<file path="src/rtl/fetch_stage_if.sv">
// Instruction-memory and IF/ID bundle between fetch and its neighbours.
// The fetch stage is the master of the memory address and the IF/ID fields.
interface fetch_stage_if;
    logic [14:0] pc_f;
    logic [19:0] instr_f;
    logic [19:0] instr_d;
    logic [14:0] pc_d;
    logic [14:0] pc_plus1_d;
    logic        valid_d;

    modport master (
        output pc_f,
        input  instr_f,
        output instr_d,
        output pc_d,
        output pc_plus1_d,
        output valid_d
    );

    modport slave (
        input  pc_f,
        output instr_f,
        input  instr_d,
        input  pc_d,
        input  pc_plus1_d,
        input  valid_d
    );
endinterface

</file>
<file path="src/rtl/fetch_stage.sv">
// Instruction-fetch stage: owns the PC, fills IF/ID, freezes on HALT.
// A redirect from Execute overrides stall and cancels a wrong-path halt.
module fetch_stage #(
    parameter logic [14:0] RESET_PC  = 15'h0000,
    parameter logic [19:0] HALT_WORD = 20'hFFFFF
) (
    input  logic          clk,
    input  logic          reset,
    input  logic          stall_f,
    input  logic          stall_d,
    input  logic          flush_d,
    input  logic          pc_src_e,
    input  logic [14:0]   pc_target_e,
    fetch_stage_if.master bus,
    output logic          halted,
    output logic [15:0]   fetch_count
);

    localparam logic [0:0] RUN    = 1'b0;
    localparam logic [0:0] HALTED = 1'b1;

    typedef struct packed {
        logic [19:0] instr;
        logic [14:0] pc;
        logic [14:0] pc_plus1;
        logic        valid;
    } if_id_t;

    logic [0:0]  state_q, state_n;
    logic [14:0] pc_q, pc_n, pc_plus1_f;
    if_id_t      ifid_q, ifid_n;
    logic [15:0] cnt_q, cnt_n;
    logic        halt_hit;
    logic        capture;

    assign pc_plus1_f = pc_q + 15'd1;

    assign halt_hit = (state_q == RUN) && (bus.instr_f == HALT_WORD)
                      && !stall_f && !pc_src_e;

    assign capture = !flush_d && !stall_d
                     && (state_q == RUN) && !stall_f;

    always_comb begin
        state_n = state_q;
        if (pc_src_e)
            state_n = RUN;
        else if (halt_hit)
            state_n = HALTED;
    end

    always_comb begin
        pc_n = pc_plus1_f;
        priority case (1'b1)
            pc_src_e:                        pc_n = pc_target_e;
            (state_q == HALTED) || halt_hit: pc_n = pc_q;
            stall_f:                         pc_n = pc_q;
            default:                         pc_n = pc_plus1_f;
        endcase
    end

    always_comb begin
        ifid_n = '0;
        priority case (1'b1)
            flush_d: ifid_n = '0;
            stall_d: ifid_n = ifid_q;
            capture: begin
                ifid_n.instr    = bus.instr_f;
                ifid_n.pc       = pc_q;
                ifid_n.pc_plus1 = pc_plus1_f;
                ifid_n.valid    = 1'b1;
            end
            default: ifid_n = '0;
        endcase
    end

    // Saturate rather than wrap so long runs never report a small count
    always_comb begin
        cnt_n = cnt_q;
        if (capture && cnt_q != 16'hFFFF)
            cnt_n = cnt_q + 16'd1;
    end

    always_ff @(posedge clk or negedge reset) begin
        if (!reset) begin
            state_q <= RUN;
            pc_q    <= RESET_PC;
            ifid_q  <= '0;
            cnt_q   <= '0;
        end else begin
            state_q <= state_n;
            pc_q    <= pc_n;
            ifid_q  <= ifid_n;
            cnt_q   <= cnt_n;
        end
    end

    assign bus.pc_f       = pc_q;
    assign bus.instr_d    = ifid_q.instr;
    assign bus.pc_d       = ifid_q.pc;
    assign bus.pc_plus1_d = ifid_q.pc_plus1;
    assign bus.valid_d    = ifid_q.valid;
    assign halted         = (state_q == HALTED);
    assign fetch_count    = cnt_q;

endmodule

</file>
<file path="src/flat_wrapper.sv">
// flat-port wrapper written by rule: the top's interface ports become plain ports
module fetch_stage_flat 
#(
    parameter logic [14:0] RESET_PC  = 15'h0000,
    parameter logic [19:0] HALT_WORD = 20'hFFFFF
)
  (clk, reset, stall_f, stall_d, flush_d, pc_src_e, pc_target_e, halted, fetch_count, bus_pc_f, bus_instr_f, bus_instr_d, bus_pc_d, bus_pc_plus1_d, bus_valid_d);
  fetch_stage_if bus_i ();
  input  logic clk;
  input  logic reset;
  input  logic stall_f;
  input  logic stall_d;
  input  logic flush_d;
  input  logic pc_src_e;
  input  logic [14:0] pc_target_e;
  output logic halted;
  output logic [15:0] fetch_count;
  output wire logic [$bits(bus_i.pc_f)-1:0] bus_pc_f;
  input wire logic [$bits(bus_i.instr_f)-1:0] bus_instr_f;
  output wire logic [$bits(bus_i.instr_d)-1:0] bus_instr_d;
  output wire logic [$bits(bus_i.pc_d)-1:0] bus_pc_d;
  output wire logic [$bits(bus_i.pc_plus1_d)-1:0] bus_pc_plus1_d;
  output wire logic [$bits(bus_i.valid_d)-1:0] bus_valid_d;
  assign bus_pc_f = bus_i.pc_f;
  assign bus_i.instr_f = bus_instr_f;
  assign bus_instr_d = bus_i.instr_d;
  assign bus_pc_d = bus_i.pc_d;
  assign bus_pc_plus1_d = bus_i.pc_plus1_d;
  assign bus_valid_d = bus_i.valid_d;
  fetch_stage #(.RESET_PC(RESET_PC), .HALT_WORD(HALT_WORD)) u_core (.clk(clk), .reset(reset), .stall_f(stall_f), .stall_d(stall_d), .flush_d(flush_d), .pc_src_e(pc_src_e), .pc_target_e(pc_target_e), .bus(bus_i), .halted(halted), .fetch_count(fetch_count));
endmodule
</file>
<file path="config.mk">
export PLATFORM = sky130hd
export DESIGN_NAME = fetch_stage_flat
export DESIGN_NICKNAME = d
export VERILOG_FILES = /design/src/rtl/fetch_stage_if.sv /design/src/rtl/fetch_stage.sv /design/src/flat_wrapper.sv
export SDC_FILE = /design/constraint.sdc
export NUM_CORES = 1
export LEC_CHECK = 0
export CORE_MARGIN = 3
export CORE_UTILIZATION = 62
export CTS_CLUSTER_DIAMETER = 100
export DETAILED_ROUTE_END_ITERATION = 12
export DONT_BUFFER_PORTS = 1
export GPL_ROUTABILITY_DRIVEN = 0
export GPL_TIMING_DRIVEN = 0
export PLACE_DENSITY = 0.76
export SYNTH_ARGS = -nofsm -noshare
export SYNTH_HDL_FRONTEND = slang
export SYNTH_SLANG_ARGS = --single-unit
</file>
<file path="constraint.sdc">
create_clock -name clk -period 4.2 [get_ports clk]
set_input_delay 0.21 -clock clk [delete_from_list [all_inputs] [get_ports clk]]
set_output_delay 0.21 -clock clk [all_outputs]
set_load 0.02 [all_outputs]
</file>
==> run summary <==
FLOORPLANNING
------------------------------------------------------------------------------------------------------
Starting density of the core ............................................................        66.2%
Die outline width .......................................................................      86.9 µm
Die outline area ........................................................................  0.00755 mm²
Cell Rows ...............................................................................           28
Area of the placeable core ..............................................................  0.00613 mm²
IO Count ................................................................................          124
Floorplan die height ....................................................................      86.9 µm

PLACED DESIGN
------------------------------------------------------------------------------------------------------
Number of placed instances with taps included ...........................................          479
Number of port buffers ..................................................................            0
Detailed-placement wirelength estimate ..................................................      7360 µm
Placed instance area ....................................................................  0.00415 mm²
Pre-CTS setup slack .....................................................................      1.95 ns

MIN PATH
------------------------------------------------------------------------------------------------------
Worst Hold End .......................................................................... u_core.bus.instr_d[0]
Hold depth ..............................................................................            1
HP Start ................................................................................ bus_instr_f[0]
Hold/Removal Path Class .................................................................       in2reg

GLOBAL ROUTING
------------------------------------------------------------------------------------------------------
Grt total ovfl ..........................................................................            0
Via count of the first global-routing pass ..............................................         3518
Antenna violations before repair ........................................................            0
Largest net degree at the start of global routing .......................................           84
Wire length of the first global-routing pass ............................................     17900 µm
Overall track demand over capacity in global routing ....................................        30.3%

SYNTHESIS
------------------------------------------------------------------------------------------------------
Most instantiated cells after synthesis ................................................. sky130_fd_sc_hd__dfrtp_1, sky130_fd_sc_hd__nand3_1, sky130_fd_sc_hd__nand2_1
Share of the synthesized area in the top cell type ......................................        51.2%
Synthesized area divided by synthesized cell count ......................................     10.0 µm²
Most instantiated flip-flop cell in the synthesis netlist ............................... sky130_fd_sc_hd__dfrtp_1
Count of distinct cell types in the synthesized netlist .................................           43
Number of enable-type register cells in the synthesized netlist .........................            0
Leading cell types by total area after synthesis ........................................ sky130_fd_sc_hd__dfrtp_1, sky130_fd_sc_hd__a22o_1, sky130_fd_sc_hd__nand3_1
Net Count, Synth ........................................................................          447
Count of mapped cells out of synthesis ..................................................          404
Cell with the most instances after synthesis ............................................ sky130_fd_sc_hd__dfrtp_1
Yosys reg bits ..........................................................................           83
Warnings from Yosys .....................................................................            0
Fraction of synthesis flops using an asynchronous set or reset pin ......................         100%
Netlist area before placement ...........................................................  0.00406 mm²
Synth area leader ....................................................................... sky130_fd_sc_hd__dfrtp_1
Portion of the post-synthesis area used by sequential elements ..........................        51.2%

STA
------------------------------------------------------------------------------------------------------
Post-route setup TNS ....................................................................         0 ns
Relative slew margins ...................................................................        45.1%
Minimum setup slack in the final design .................................................      1.86 ns
Share of the cycle needed by the critical path after routing ............................        55.8%
Maximum clock frequency .................................................................      427 MHz
Endpoints failing hold ..................................................................            0
Final critical-path required period .....................................................      2.34 ns
Least-Margin Pin Slew ...................................................................     0.817 ns
Setup clock skew after layout ...........................................................    0.0120 ns
Final setup fails .......................................................................            0
Slew Limit Fails ........................................................................            0
Worst hold slack after final layout .....................................................    0.0109 ns
Setup repair after global routing missed its margin .....................................           no

LAYOUT
------------------------------------------------------------------------------------------------------
Number of standard cells in the layout, taps in and fillers out .........................          517
Net total in the final layout ...........................................................          480
Final antenna diode count ...............................................................            0
Fraction of layout instances using a drive strength above 1 .............................        6.33%
Total non-filler cell area in the finished layout .......................................  0.00460 mm²
Final core utilization ..................................................................        75.0%
Area growth, synth to finish ............................................................        13.4%

CRITICAL PATH
------------------------------------------------------------------------------------------------------
Critical path type ......................................................................      reg2reg
Data arrival time of the critical path ..................................................      2.57 ns
Required time worst endpoint ............................................................      4.42 ns
R2r setup slk ...........................................................................      1.86 ns
Worst r2r dst ........................................................................... u_core.bus.pc_plus1_d[14]
CP Max Fanout ...........................................................................            9
Setup crit end kind .....................................................................    flip-flop
Reg-to-reg startpoint ................................................................... u_core.bus.pc_f[0]
Worst R2R Path Depth ....................................................................            5
Launching element type of the critical path .............................................    flip-flop

POWER
------------------------------------------------------------------------------------------------------
Power consumption .......................................................................      1.87 mW
Power per Cell Area .....................................................................   406 mW/mm²
Leakage power ...........................................................................      1.93 nW
Maximum VDD drop ........................................................................       328 µV

CLOCK NETWORK
------------------------------------------------------------------------------------------------------
Clock transition at the register clock pins on the worst setup and hold paths after CTS .      0.09 ns
TritonCTS clock tree ....................................................................         done
Max H-tree Level ........................................................................            3
Cell chosen for the clock root .......................................................... sky130_fd_sc_hd__clkbuf_8
Clock latency of the later-clocked register in the worst-skew pair ......................      0.36 ns
Post-CTS Repair Setup Buffers ...........................................................            0
Clock Tree Buf Depth ....................................................................            2
Clock tree sinks ........................................................................           83
CTS Buf Count ...........................................................................            9
Resize count post-CTS ...................................................................            0

ROUTE
------------------------------------------------------------------------------------------------------
Routed vias .............................................................................         3478
Average vias per placed instance ........................................................         6.73
Sum of routed wire length over all layers ...............................................     10900 µm
Number of DRC markers after the initial detailed-route iteration ........................          269
Number of antenna-violating nets in the routed design ...................................            0
Remaining routing DRC violations ........................................................            0
Routed wire length per instance .........................................................      21.0 µm
Router iterations before antenna repair .................................................            5

STATUS
------------------------------------------------------------------------------------------------------
Status .................................................................................. complete, no violations

JOB
------------------------------------------------------------------------------------------------------
Max Cap Viol ............................................................................            0

==> report_power, final <==
group	switching (mW)	internal (mW)	leakage, nW	total [mW]
clock network	0.293	0.308	0.102	0.602
logic	0.142	0.103	0.728	0.245
registers	0.160	0.859	1.10	1.02
==> cell families after synthesis <==
kind of cell	Yosys count	share of synthesized area (%)
buf+inv	37	3.73
flops	83	51.2
simple gates	152	19.8
xor+xnor	28	6.05
mux	1	0.278
fa+ha+maj	2	0.617
compound gates	101	18.3
==> worst max-delay path, stage by stage (launching register included) <==
cell                      delay [ns]
sky130_fd_sc_hd__dfrtp_1        0.64
sky130_fd_sc_hd__ha_1           0.38
sky130_fd_sc_hd__nand3_1        0.24
sky130_fd_sc_hd__nor4_1         0.59
sky130_fd_sc_hd__xnor2_1        0.25
sky130_fd_sc_hd__o21ai_0        0.12
==> worst max-delay path by stage <==
stage,cells after the start,from,endpoint
5_1_grt,5,u_core.bus.pc_f[0],u_core.bus.pc_plus1_d[14]
3_5_place_dp,5,u_core.bus.pc_f[0],u_core.bus.pc_plus1_d[14]
6_report,5,u_core.bus.pc_f[0],u_core.bus.pc_plus1_d[14]
3_3_place_gp,5,u_core.bus.pc_f[1],u_core.bus.pc_plus1_d[14]
4_1_cts,5,u_core.bus.pc_f[0],u_core.bus.pc_plus1_d[14]
2_1_floorplan,5,u_core.fetch_count[0],u_core.fetch_count[1]
==> placed cells by master, fill, tap and decap left out, drive strengths merged, types with 3 or more instances in the layout <==
cell type     n
buf           5
o31a          6
nor2         16
o2111ai       8
a21oi        10
nor4          8
dlygate4sd3  21
nor3          9
o21ai        25
and3          3
nand3        37
or3           3
xor2         10
xnor2        18
nand2        36
nand4        18
a22o         34
inv           9
nor2b        13
clkbuf       36
dfrtp        83
a22oi         7
==> cell type report <==
| cell class | instances | area [µm²] |
|---|---|---|
| clock inverter | 5 | 58.8 |
| buffer | 29 | 121 |
| timing repair buffer | 22 | 238 |
| inverter | 8 | 30.0 |
| clock buffer | 11 | 151 |
| tap | 75 | 93.8 |
| multi-input combinational | 284 | 1830 |
| sequential | 83 | 2080 |
| fill | 423 | 1530 |
==> flip-flops by register name, summed over array words and instances, names as in the netlist <==
register,count
u_core.bus.instr_d,20
u_core.fetch_count,16
u_core.bus.pc_d,15
u_core.bus.pc_f,15
u_core.bus.pc_plus1_d,15
u_core.bus.valid_d,1
u_core.halted,1
==> per-layer routing <==
metal  GRT usage (%)  part of all wire (%)  routed length, µm
met1            40.4                    40               4340
met2            46.9                    47               5150
met3            8.04                    10               1120
met4            12.0                   2.4                256
met5            4.20                  0.15                 16
==> what timing repair did <==
item / CTS / global route
hold endpoints to repair: 103 / 0
hold buffers: 22 / 0
setup endpoints to repair: 0 / 0
Note: power is estimated with default switching activity, not from simulation.
